[src/rtl/pc_redirect_if.sv]
// Fetch-PC redirect bus between the resolve stages and the next-PC sequencer.
// Master supplies the resolved instruction context; slave returns the PC load.
interface pc_redirect_if;
    logic [31:0] pc;
    logic        busy;
    logic        exc_req;
    logic [3:0]  exc_cause;
    logic        eret;
    logic        jr;
    logic [31:0] jr_target;
    logic        jmp;
    logic [31:0] jmp_target;
    logic        br_taken;
    logic [31:0] br_target;
    logic [31:0] next_pc;
    logic        pc_load;
    logic        flush;

    modport master (
        output pc, busy, exc_req, exc_cause, eret,
        output jr, jr_target, jmp, jmp_target, br_taken, br_target,
        input  next_pc, pc_load, flush
    );

    modport slave (
        input  pc, busy, exc_req, exc_cause, eret,
        input  jr, jr_target, jmp, jmp_target, br_taken, br_target,
        output next_pc, pc_load, flush
    );
endinterface

[src/rtl/pc_redirect_ctrl.sv]
// Next-PC sequencer with EPC/cause/EXL exception state.
// Optional perf counters enabled by defining PC_CTRL_PERF_EN.
module pc_redirect_ctrl #(
    parameter logic [31:0] RESET_PC = 32'h0000_0000,
    parameter logic [31:0] EXC_BASE = 32'h0000_0004
) (
    input  logic        clk,
    input  logic        rst,
    pc_redirect_if.slave bus,
    output logic [31:0] epc,
    output logic [3:0]  cause,
    output logic        exl,
    output logic [31:0] stall_cnt,
    output logic [31:0] redir_cnt
);

    typedef enum logic [1:0] {RUN, STALL, EXC_FLUSH} state_t;

    state_t      state, state_nxt;
    logic        pend_v, pend_v_nxt;
    logic [3:0]  pend_cause, pend_cause_nxt;
    logic [31:0] epc_nxt;
    logic [3:0]  cause_nxt;
    logic        exl_nxt;
    logic        redirect;

    always_ff @(posedge clk) begin
        if (rst) begin
            state      <= RUN;
            epc        <= '0;
            cause      <= '0;
            exl        <= 1'b0;
            pend_v     <= 1'b0;
            pend_cause <= '0;
        end else begin
            state      <= state_nxt;
            epc        <= epc_nxt;
            cause      <= cause_nxt;
            exl        <= exl_nxt;
            pend_v     <= pend_v_nxt;
            pend_cause <= pend_cause_nxt;
        end
    end

    always_comb begin
        state_nxt      = state;
        epc_nxt        = epc;
        cause_nxt      = cause;
        exl_nxt        = exl;
        pend_v_nxt     = pend_v;
        pend_cause_nxt = pend_cause;
        redirect       = 1'b0;
        bus.next_pc    = bus.pc + 32'd4;
        bus.pc_load    = 1'b1;
        bus.flush      = 1'b0;

        if (rst) begin
            bus.next_pc = RESET_PC;
            bus.flush   = 1'b1;
            state_nxt   = RUN;
        end else if (state == EXC_FLUSH) begin
            bus.next_pc = bus.pc;
            bus.pc_load = 1'b0;
            bus.flush   = 1'b1;
            state_nxt   = RUN;
        end else if (state == STALL && bus.busy) begin
            // Trap raised under a stall is parked; the oldest one is kept.
            bus.next_pc = bus.pc;
            bus.pc_load = 1'b0;
            if (bus.exc_req && !pend_v) begin
                pend_v_nxt     = 1'b1;
                pend_cause_nxt = bus.exc_cause;
            end
        end else begin
            state_nxt = RUN;
            priority case (1'b1)
                bus.exc_req || pend_v: begin
                    bus.next_pc    = EXC_BASE;
                    bus.flush      = 1'b1;
                    redirect       = 1'b1;
                    epc_nxt        = exl ? epc : bus.pc;
                    cause_nxt      = pend_v ? pend_cause : bus.exc_cause;
                    exl_nxt        = 1'b1;
                    pend_v_nxt     = 1'b0;
                    state_nxt      = EXC_FLUSH;
                end
                bus.eret && exl: begin
                    bus.next_pc = epc;
                    bus.flush   = 1'b1;
                    redirect    = 1'b1;
                    exl_nxt     = 1'b0;
                end
                bus.busy: begin
                    bus.next_pc = bus.pc;
                    bus.pc_load = 1'b0;
                    state_nxt   = STALL;
                end
                bus.jr: begin
                    bus.next_pc = bus.jr_target;
                    bus.flush   = 1'b1;
                    redirect    = 1'b1;
                end
                bus.jmp: begin
                    bus.next_pc = bus.jmp_target;
                    bus.flush   = 1'b1;
                    redirect    = 1'b1;
                end
                bus.br_taken: begin
                    bus.next_pc = bus.br_target;
                    bus.flush   = 1'b1;
                    redirect    = 1'b1;
                end
                default: begin
                    bus.next_pc = bus.pc + 32'd4;
                end
            endcase
        end
    end

`ifdef PC_CTRL_PERF_EN
    always_ff @(posedge clk) begin
        if (rst) begin
            stall_cnt <= '0;
            redir_cnt <= '0;
        end else begin
            if (!bus.pc_load && stall_cnt != 32'hFFFF_FFFF)
                stall_cnt <= stall_cnt + 32'd1;
            if (redirect && redir_cnt != 32'hFFFF_FFFF)
                redir_cnt <= redir_cnt + 32'd1;
        end
    end
`else
    logic unused_perf;
    assign unused_perf = redirect;
    assign stall_cnt   = '0;
    assign redir_cnt   = '0;
`endif

endmodule

[src/flat_wrapper.sv]
// flat-port wrapper written by rule: the top's interface ports become plain ports
module pc_redirect_ctrl_flat 
#(
    parameter logic [31:0] RESET_PC = 32'h0000_0000,
    parameter logic [31:0] EXC_BASE = 32'h0000_0004
)
  (clk, rst, epc, cause, exl, stall_cnt, redir_cnt, bus_pc, bus_busy, bus_exc_req, bus_exc_cause, bus_eret, bus_jr, bus_jr_target, bus_jmp, bus_jmp_target, bus_br_taken, bus_br_target, bus_next_pc, bus_pc_load, bus_flush);
  pc_redirect_if bus_i ();
  input  logic clk;
  input  logic rst;
  output logic [31:0] epc;
  output logic [3:0] cause;
  output logic exl;
  output logic [31:0] stall_cnt;
  output logic [31:0] redir_cnt;
  input wire logic [$bits(bus_i.pc)-1:0] bus_pc;
  input wire logic [$bits(bus_i.busy)-1:0] bus_busy;
  input wire logic [$bits(bus_i.exc_req)-1:0] bus_exc_req;
  input wire logic [$bits(bus_i.exc_cause)-1:0] bus_exc_cause;
  input wire logic [$bits(bus_i.eret)-1:0] bus_eret;
  input wire logic [$bits(bus_i.jr)-1:0] bus_jr;
  input wire logic [$bits(bus_i.jr_target)-1:0] bus_jr_target;
  input wire logic [$bits(bus_i.jmp)-1:0] bus_jmp;
  input wire logic [$bits(bus_i.jmp_target)-1:0] bus_jmp_target;
  input wire logic [$bits(bus_i.br_taken)-1:0] bus_br_taken;
  input wire logic [$bits(bus_i.br_target)-1:0] bus_br_target;
  output wire logic [$bits(bus_i.next_pc)-1:0] bus_next_pc;
  output wire logic [$bits(bus_i.pc_load)-1:0] bus_pc_load;
  output wire logic [$bits(bus_i.flush)-1:0] bus_flush;
  assign bus_i.pc = bus_pc;
  assign bus_i.busy = bus_busy;
  assign bus_i.exc_req = bus_exc_req;
  assign bus_i.exc_cause = bus_exc_cause;
  assign bus_i.eret = bus_eret;
  assign bus_i.jr = bus_jr;
  assign bus_i.jr_target = bus_jr_target;
  assign bus_i.jmp = bus_jmp;
  assign bus_i.jmp_target = bus_jmp_target;
  assign bus_i.br_taken = bus_br_taken;
  assign bus_i.br_target = bus_br_target;
  assign bus_next_pc = bus_i.next_pc;
  assign bus_pc_load = bus_i.pc_load;
  assign bus_flush = bus_i.flush;
  pc_redirect_ctrl #(.RESET_PC(RESET_PC), .EXC_BASE(EXC_BASE)) u_core (.clk(clk), .rst(rst), .bus(bus_i), .epc(epc), .cause(cause), .exl(exl), .stall_cnt(stall_cnt), .redir_cnt(redir_cnt));
endmodule
[config.mk]
export PLATFORM = sky130hd
export DESIGN_NAME = pc_redirect_ctrl_flat
export DESIGN_NICKNAME = d
export VERILOG_FILES = /design/src/rtl/pc_redirect_if.sv /design/src/rtl/pc_redirect_ctrl.sv /design/src/flat_wrapper.sv
export SDC_FILE = /design/constraint.sdc
export NUM_CORES = 1
export LEC_CHECK = 0
export BUFFER_PORTS_ARGS = -buffer_cell sky130_fd_sc_hd__buf_2
export CAP_MARGIN = 20
export CORE_AREA = 2 2 107 109
export DETAILED_ROUTE_END_ITERATION = 10
export DIE_AREA = 0 0 109 111
export PLACE_DENSITY = 0.82
export SETUP_SLACK_MARGIN = 0.15
export SLEW_MARGIN = 5
export SYNTH_ARGS = -nofsm -noshare
export SYNTH_HDL_FRONTEND = slang
export SYNTH_SLANG_ARGS = --single-unit
[constraint.sdc]
create_clock -name clk -period 5.8 [get_ports clk]
set_input_delay 1.16 -clock clk [delete_from_list [all_inputs] [get_ports clk]]
set_output_delay 1.16 -clock clk [all_outputs]
set_load 0.05 [all_outputs]
==> impl_metrics.py <==
metrics = {
    "worst_setup_path": {
        "endpoint_kind": "output pin",
        "critPathLaunchType": "input port",
        "cp.required_ns": 4.64,
        "worst_r2r_endpoint": "u_core.epc[26]",
        "maximum_fanout_along_the_worst_path": 20,
        "timing.critical_path.from": "bus_busy",
        "cp_data_arrival_time_ns": 3.70,
        "rr_startpoint": "u_core.state[0]",
        "rr_worst_depth": 8,
        "crit_path_class": "input port to output pin",
        "setup.worst_path.end": "bus_next_pc[19]",
        "worst-r2r-setup-slack_ns": 3.43,
    },
    "die": {
        "io_pins": 275,
        "die_area_sq_mm": 0.01210,
        "die_height_um": 111,
        "rows": 39,
        "design.core.area_sq_mm": 0.01108,
        "dieWidth_um": 109,
        "starting_utilization_of_the_core_area": 0.4095,
    },
    "global_route": {
        "gr-usage-met1": 0.4264,
        "use_met3": 0.07055,
        "grt_pass1_vias": 5352,
        "global_route.peak_usage_layer": "met2",
        "grt_util_all_layers": 0.3185,
        "grtUsageMet2": 0.5043,
        "pin_count_of_the_biggest_net_entering_global_routing": 40,
        "grt_pass1_wl_um": 29980,
        "grt_antenna_before_repair": 2,
        "overflow": 0,
    },
    "cells_and_area": {
        "drive_gt1_frac": 0.2867,
        "postLayoutCoreUtil": 0.5051,
        "synthToLayoutAreaGrowth_pct": 23.37,
        "finish.instance_area_sq_mm": 0.005595,
        "finalNetCount": 998,
        "filler_cell_count": 1166,
        "non_filler_instances": 1002,
    },
    "yosys": {
        "netlist_area_sq_mm": 0.004536,
        "synthDominantAreaCellType": "dfxtp_1",
        "post_synthesis_average_cell_area_sq_um": 6.670,
        "synthesized_instance_count": 680,
        "yosysSeqAreaShare": 0.1942,
        "synth_top_area_frac": 0.1942,
        "cells_taking_the_most_area_after_synthesis": "dfxtp_1 19%, buf_4 11%, nand2_1 9.8%",
        "synth_warnings": 0,
        "synth.ff_latch_count": 44,
        "synthArstFlopShare": 0,
        "number_of_enable_type_register_cells_in_the_synthesized_netlist": 0,
        "synth_most_common_cell": "nand2_1",
        "ys.flop_type": "dfxtp_1",
        "ys_top_cells_by_count": "118 x nand2_1, 68 x a21oi_1, 64 x buf_4, 47 x nor2_1",
        "post_synth_num_cell_types": 67,
    },
    "place": {
        "placed_cells_incl_taps": 993,
        "gp_congestion": 0.9305,
        "port-buffer-count": 210,
        "detailed_place_hpwl_um": 15090,
        "placedInstanceArea_sq_mm": 0.005421,
    },
    "power_and_ir_drop": {
        "total_power_per_unit_cell_area_mw_per_mm2": 225.0,
        "ir_worst_vdd_v": 0.0001190,
        "finalPower_w": 0.001259,
        "power.static_leakage_nw": 2.577,
    },
    "route": {
        "totalWireLength_um": 19950,
        "drt_drc_violations_left": 0,
        "drt.antenna.violating_nets": 0,
        "drt_pre_antenna_iters": 6,
        "per_cell_via_count_in_the_routed_design": 5.902,
        "first_iter_violations": 590,
        "vias": 5914,
        "wire_per_inst_um": 19.91,
    },
    "clock_network": {
        "cts_tree": "yes",
        "clock-sinks": 44,
        "cts.clk_slew.worst_paths_ns": 0.07,
        "tritoncts.num_buffers": 5,
        "clock_path_buffers": 2,
        "cts_hold_buffers": 0,
        "cts.repair.resized": 0,
        "htree_levels": 2,
        "clk_latency_ns": 0.30,
        "clock_tree.root_cell": "clkbuf_16",
        "post_cts.repair.setup_buffers": 0,
    },
    "sta": {
        "hold_viol_final": 0,
        "fin_setup_tns_ns": 0,
        "layout_min_cycle_time_ns": 4.864,
        "timing.clock.skew_ns": 0.004733,
        "worst_case_headroom_to_the_max_slew_limit": 0.3881,
        "slew_at_the_pin_with_the_worst_max_slew_slack_ns": 0.9118,
        "timing_max_transition_violations_final": 0,
        "timing.final.setup_violations": 0,
        "max_clock_freq_mhz": 205.6,
        "grt_setup_unrepaired": "false",
        "fin_crit_sh": 0.8386,
    },
    "run": {
        "drv.max_cap_violation_count": 0,
    },
    "outcome": {
        "result_of_the_run": "complete, no violations",
    },
    "worst_hold_path": {
        "hold_path_class": "register to register",
    },
}
==> area by class of cell <==
type / instances / area [sq um] / share of cell area
Timing Repair Buffer: 226 / 1171 / 0.2093
Clock inverter: 3 / 46.29 / 0.008274
Inverter: 11 / 41.29 / 0.007379
Tap cell: 143 / 178.9 / 0.03198
Clock buffer: 5 / 125.1 / 0.02236
Antenna cell: 1 / 2.502 / 0.0004472
Multi-Input combinational cell: 569 / 3149 / 0.5628
Sequential cell: 44 / 880.8 / 0.1574
==> per-layer routing <==
layer  share of wire  routed length, um
met5         0.00065                 13
met4           0.028                555
met3            0.12               2362
met2            0.46               9244
met1            0.39               7778
==> logic make-up after synthesis <==
| logic type | share of synthesized area |
|---|---|
| buffers and inverters | 0.1655 |
| flip-flops | 0.1942 |
| AO/OA/AOI/OAI | 0.3299 |
| adder cells (fa/ha/maj) | 0.002758 |
| other | 0.0008268 |
| multiplexers | 0.02676 |
| AND/OR/NAND/NOR | 0.2568 |
| XOR/XNOR | 0.02317 |
==> through the flow <==
step                      setup slack, ns  hold WS [ns]
after detailed placement           0.9941        0.4641
after global placement              1.131        0.4571
final                              0.9361        0.4711
after CTS                          0.9886        0.4733
after floorplan                     1.110        0.4632
after global routing               0.7562        0.4849
==> worst max-delay path, stage by stage <==
cell and delay [ns]:
buf_2 0.22, nor2b_1 0.25, a2111oi_2 0.40, buf_4 0.34, nand2_1 0.23, a2111oi_0 0.61, a221o_1 0.22, buf_2 0.27
==> flip-flops by register name, summed over array words and instances (netlist names) <==
name and cells:
u_core.cause 4, u_core.state 2, u_core.pend_v 1, u_core.exl 1
u_core.epc 32, u_core.pend_cause 4
==> worst min-delay path by stage <==
| stage | from | to | slack, ns | cells past startpoint |
|---|---|---|---|---|
| 2_1_floorplan | u_core.pend_cause[0] | u_core.pend_cause[0] | 0.46 | 2 |
| 6_report | u_core.epc[28] | u_core.epc[28] | 0.47 | 2 |
| 4_1_cts | u_core.epc[28] | u_core.epc[28] | 0.47 | 2 |
| 3_5_place_dp | u_core.epc[28] | u_core.epc[28] | 0.46 | 2 |
| 3_3_place_gp | u_core.epc[11] | u_core.epc[11] | 0.46 | 2 |
| 5_1_grt | u_core.epc[1] | u_core.epc[1] | 0.48 | 2 |
==> where the power goes <==
group	internal (W)	total, W	switching, W
Clock	0.000205	0.000348	0.000143
Combinational	0.000137	0.000571	0.000434
Sequential	0.000322	0.000340	0.0000181
Total	0.000664	0.00126	0.000595
==> cells in the final DEF (no fill, tap or decap), types with 5 or more instances in the layout <==
cell,count
conb_1,64
buf_2,210
buf_4,16
o21a_1,5
a221o_1,5
nand4_1,13
nand2b_1,6
and3_1,6
a22oi_1,10
a21oi_1,68
nor3_1,5
inv_1,9
o221ai_1,5
o211ai_1,14
o21ai_0,43
dfxtp_1,44
mux2i_1,11
nand2_1,118
a211oi_1,7
o22ai_1,16
a21o_1,6
a221oi_1,9
nor2_1,46
xnor2_1,8
a2111oi_0,5
nand3_1,24
clkbuf_16,5
or3_1,8
Note: power is estimated with default switching activity, not from simulation.
